### config.mk
export PLATFORM = sky130hd
export DESIGN_NAME = pipeline_hazard_ctrl
export DESIGN_NICKNAME = d
export VERILOG_FILES = /design/src/rtl/pipeline_hazard_ctrl.sv
export SDC_FILE = /design/constraint.sdc
export NUM_CORES = 1
export LEC_CHECK = 0
export CORE_AREA = 4 4 52 63
export CTS_BUF_LIST = sky130_fd_sc_hd__clkbuf_16
export CTS_CLUSTER_DIAMETER = 60
export CTS_CLUSTER_SIZE = 24
export DETAILED_ROUTE_END_ITERATION = 12
export DIE_AREA = 0 0 56 67
export PLACE_DENSITY = 0.79
export SKIP_CTS_REPAIR_TIMING = 1
export SLEW_MARGIN = 20
export SYNTH_ARGS = -nofsm -noshare
export SYNTH_HDL_FRONTEND = slang
export SYNTH_SLANG_ARGS = --single-unit
### constraint.sdc
create_clock -name CLK -period 2.98 [get_ports CLK]
set_input_delay 0.298 -clock CLK [delete_from_list [all_inputs] [get_ports CLK]]
set_output_delay 0.298 -clock CLK [all_outputs]
set_load 0.02 [all_outputs]
### src/rtl/pipeline_hazard_ctrl.sv
// pipeline_hazard_ctrl
//   Hazard and stall controller for an in-order pipeline with NSTAGES latches.
//   Each cycle it decides whether the PC and each pipeline latch advance,
//   hold, or are flushed. It handles these cases in priority order: halted,
//   data-memory freeze, taken-branch flush, load-use bubbling, fetch miss,
//   and normal advance. It also counts stalled cycles, saturating at the
//   counter maximum.
//
// Ports
//   CLK, RST            clock, synchronous active-high reset
//   ihit, dhit          fetch complete / data access complete
//   dREN, dWEN          memory-stage read / write request
//   ex_memread, ex_rd   load in EX and its destination register
//   id_rs, id_rt        ID-stage source registers
//   id_rs_used/_rt_used source-valid flags
//   branch_taken        taken redirect from latch BR_STAGE
//   halt                halt reaching the last stage
//   pcW                 PC write enable
//   stageW, stageRST    per-latch write enables / flushes (bubble insert)
//   halted              controller parked in HALTED
//   stall_cycles        saturating count of stalled cycles
//
// state  | meaning
// RUN    | normal operation; load-use and fetch-miss checks are live
// LU     | emitting the remaining load-use bubbles (lu_cnt_q counts them)
// HALTED | pipeline frozen until reset
module pipeline_hazard_ctrl #(
  parameter int NSTAGES   = 4,
  parameter int REGW      = 5,
  parameter int BR_STAGE  = 2,
  parameter int LU_CYCLES = 1,
  parameter int CNTW      = 16
) (
  input  logic               CLK,
  input  logic               RST,
  input  logic               ihit,
  input  logic               dhit,
  input  logic               dREN,
  input  logic               dWEN,
  input  logic               ex_memread,
  input  logic [REGW-1:0]    ex_rd,
  input  logic [REGW-1:0]    id_rs,
  input  logic [REGW-1:0]    id_rt,
  input  logic               id_rs_used,
  input  logic               id_rt_used,
  input  logic               branch_taken,
  input  logic               halt,
  output logic               pcW,
  output logic [NSTAGES-1:0] stageW,
  output logic [NSTAGES-1:0] stageRST,
  output logic               halted,
  output logic [CNTW-1:0]    stall_cycles
);

  typedef enum logic [1:0] {RUN, LU, HALTED} state_t;

  state_t          state_q, state_d;
  logic [2:0]      lu_cnt_q, lu_cnt_d;
  logic [CNTW-1:0] stall_q, stall_d;

  logic               dfreeze;
  logic               lu_hit;
  logic [NSTAGES-1:0] br_mask;

  assign dfreeze = (dREN | dWEN) & ~dhit;
  assign lu_hit  = ex_memread && (ex_rd != '0) &&
                   ((id_rs_used && (id_rs == ex_rd)) ||
                    (id_rt_used && (id_rt == ex_rd)));

  // Latches younger than the branch (index below BR_STAGE) hold wrong-path work.
  always_comb begin
    for (int j = 0; j < NSTAGES; j++) begin
      br_mask[j] = (j < BR_STAGE);
    end
  end

  always_comb begin
    state_d  = state_q;
    lu_cnt_d = lu_cnt_q;
    stall_d  = stall_q;
    pcW      = 1'b1;
    stageW   = '1;
    stageRST = '0;

    if (RST) begin
      pcW      = 1'b0;
      stageW   = '0;
      stageRST = '1;
      state_d  = RUN;
      lu_cnt_d = 3'd0;
      stall_d  = '0;
    end else if (state_q == HALTED) begin
      pcW    = 1'b0;
      stageW = '0;
    end else if (dfreeze) begin
      // Whole pipeline freezes and state and lu_cnt hold until the access completes.
      pcW    = 1'b0;
      stageW = '0;
    end else begin
      if (branch_taken) begin
        // Squashing the dependent also cancels any bubbles still owed to it.
        stageRST = br_mask;
        stageW   = ~br_mask;
        state_d  = RUN;
        lu_cnt_d = 3'd0;
      end else if ((state_q == LU) || lu_hit) begin
        pcW         = 1'b0;
        stageW[0]   = 1'b0;
        stageW[1]   = 1'b0;
        stageRST[1] = 1'b1;
        if (state_q == LU) begin
          if (lu_cnt_q <= 3'd1) begin
            state_d  = RUN;
            lu_cnt_d = 3'd0;
          end else begin
            lu_cnt_d = lu_cnt_q - 3'd1;
          end
        end else if (LU_CYCLES > 1) begin
          state_d  = LU;
          lu_cnt_d = 3'(LU_CYCLES - 1);
        end
      end else if (!ihit) begin
        pcW         = 1'b0;
        stageW[0]   = 1'b0;
        stageRST[0] = 1'b1;
      end
      if (halt) begin
        state_d = HALTED;
      end
    end

    if (!RST && (state_q != HALTED) && !pcW && (stall_q != '1)) begin
      stall_d = stall_q + 1'b1;
    end
  end

  always_ff @(posedge CLK) begin
    if (RST) begin
      state_q  <= RUN;
      lu_cnt_q <= 3'd0;
      stall_q  <= '0;
    end else begin
      state_q  <= state_d;
      lu_cnt_q <= lu_cnt_d;
      stall_q  <= stall_d;
    end
  end

  assign halted       = (state_q == HALTED);
  assign stall_cycles = stall_q;

endmodule

==> qor.csv <==
metric,value,unit
grt_max_degree,19,
grt_pass1_wl,5.223,mm
drive_gt1_frac,0.06417,
track_usage,0.1727,
synth_top_cell_area_share,0.3155,
io_pins,52,
clock.fmax,349.4,MHz
die_w,56,um
detail_route.iter0.violations,23,
synth_most_common_cell,dfxtp_1,
antenna_left,0,
worst-path-max-fanout,4,
area_growth,55.57,%
cts_root_buf,clkbuf_16,
antenna_found_initial,0,
start_util,0.3947,
dp_hpwl,2.508,mm
finalHoldViolations,0,
tightest_slew,0.5797,ns
place.gp.congestion,0.8049,
total_power,0.6426,mW
synth_edf_count,0,
synthArstFlopShare,0,
crit_arrival,2.56,ns
hold_depth,2,
holdWs,0.5123,ns
yosysTopAreaCell,dfxtp_1,
setup_violations,0,
diodes,0,
core-area,0.002733,mm^2
port_buffers,51,
clockBufferDepth,2,
status,"complete, no violations",
num_rows,21,
routed_wl,3.168,mm
dieArea,0.003752,mm^2
numCtsBuffers,3,
critPathRequiredTime,2.68,ns
synthTopCellsByArea,"dfxtp_1 32%, xnor2_1 8.1%, or3_1 7.5%",
gr-usage-met1,0.1709,
final-max-slew-violation-count,0,
clk_latency,0.25,ns
syn_area,0.001079,mm^2
cts_tree,yes,
viasPerCell,5.652,
grt_setup_unrepaired,no,
fin_crit,2.862,ns
grt_pass1_vias,1235,
finClkSkew,0.002166,ns
synth_cells,137,
endpoint_kind,output port,
reg2regPathDepth,8,
hold_start,stall_cycles[15]$_SDFFE_PP0P_,
grt.met3_usage,0.02713,
synth_warnings,0,
clock_sinks,17,
relSlewSlack,0.6123,
r2r-end,stall_cycles[9]$_SDFFE_PP0P_,
fin_crit_sh,0.9603,
clk_pin_slew,0.05,ns
nets,215,
crit_type,input port to output port,
setup_tns,0,ns
overflow,0,
htreeDepth,1,
cp-start-kind,input port,
num_vias,1249,
min_to,stall_cycles[15]$_SDFFE_PP0P_,
peakVddDrop,0.2374,mV
synthFlopType,dfxtp_1,
grtUsageMet2,0.3494,
yosys-top-cells-count,"17 x dfxtp_1, 16 x a21oi_1, 13 x or3_1",
p_leak,0.5439,nW
top_usage_layer,met2,
syn_nets,164,
syn_avg_cell_area,7.873,um^2
regToRegSetupSlack,0.64,ns
drt_first_pass_iters,4,
pwr_density_cell,383.0,mW/mm^2
post_drt_wl_per_cell,14.33,um
synth.distinct_cells,31,
hp-class,register to register,
chipHeight,67,um
postLayoutCoreUtil,0.6140,
ys_ff_latch,17,
reg2reg_from,stall_cycles[0]$_SDFFE_PP0P_,
synth-seq-area-share,0.3155,
maxCapViolCount,0,
drc_errors,0,
[cell type report]
| class | count | area (um^2) |
|---|---|---|
| well taps | 34 | 42.54 |
| repair buffers | 55 | 540.5 |
| clock buffers | 3 | 75.07 |
| flip-flops and latches | 17 | 340.3 |
| fillers | 258 | 1055 |
| inverters | 3 | 11.26 |
| clock inverters | 1 | 5.005 |
| multi-input cells | 108 | 663.1 |
[flip-flops by register name, indices dropped and copies added (netlist names)]
register and cells:
stall_cycles 16, state_q 1
[where the power goes]
| group | internal [mW] | total [mW] | switching, mW |
|---|---|---|---|
| registers | 0.231 | 0.236 | 0.00512 |
| clock network | 0.180 | 0.273 | 0.0930 |
| logic | 0.0727 | 0.134 | 0.0610 |
| total | 0.483 | 0.643 | 0.159 |
[critical path, cell delays in order]
cell             delay [ns]
clkdlybuf4s50_1        0.47
or4_1                  0.55
o21a_1                 0.21
nand2_1                0.12
nand2_1                0.08
nor3b_1                0.21
clkdlybuf4s50_1        0.63
[per-stage QoR]
stage,setup WS [ns],instances,cell area (um^2)
final,0.1183,221,1678
after global routing,0.007814,221,1678
after CTS,0.1078,221,1678
after detailed placement,0.1126,217,1598
after global placement,0.1620,217,1598
after floorplan,0.8108,137,1079
[kinds of logic (layout without fill, tap and decap cells)]
logic type      after synthesis  after routing  synth area share
buf+inv                      12             62           0.06960
mux                           1              1          0.009281
fa+ha+maj                     1              1           0.01160
flops                        17             17            0.3155
xor+xnor                     11             11           0.08932
compound gates               38             38            0.2158
simple gates                 57             57            0.2889
[metal layers]
metal,share of wire,routed length [um]
met5,0,0
met4,0.017,54
met1,0.35,1122
met2,0.56,1787
met3,0.064,204
[cells in the final DEF, fill, tap and decap left out, drive strengths merged, types with 2 or more instances in the layout]
cell type and count:
a21oi 16, dfxtp 17, nand4 8, o21ai 13, clkdlybuf4s50 51, nor3b 2, o31ai 2, clkbuf 3
nor2 8, or3 13, a31oi 2, nand3 7, xnor2 10, inv 3, nand2 11, or4 3
buf 4, and3 3
[worst max-delay path by stage]
stage	start	to	slack (ns)	depth (start not counted)
after floorplan	stall_cycles[0]$_SDFFE_PP0P_	stall_cycles[1]$_SDFFE_PP0P_	0.81	9
after global placement	ex_rd[1]	stageW[0]	0.16	7
after detailed placement	ex_rd[1]	stageW[0]	0.11	7
after CTS	ex_rd[1]	stageW[0]	0.11	7
after global routing	ex_rd[1]	stageW[0]	0.008	7
final	ex_rd[1]	stageW[0]	0.12	7
No activity file was read; power rests on OpenSTA's default activity.
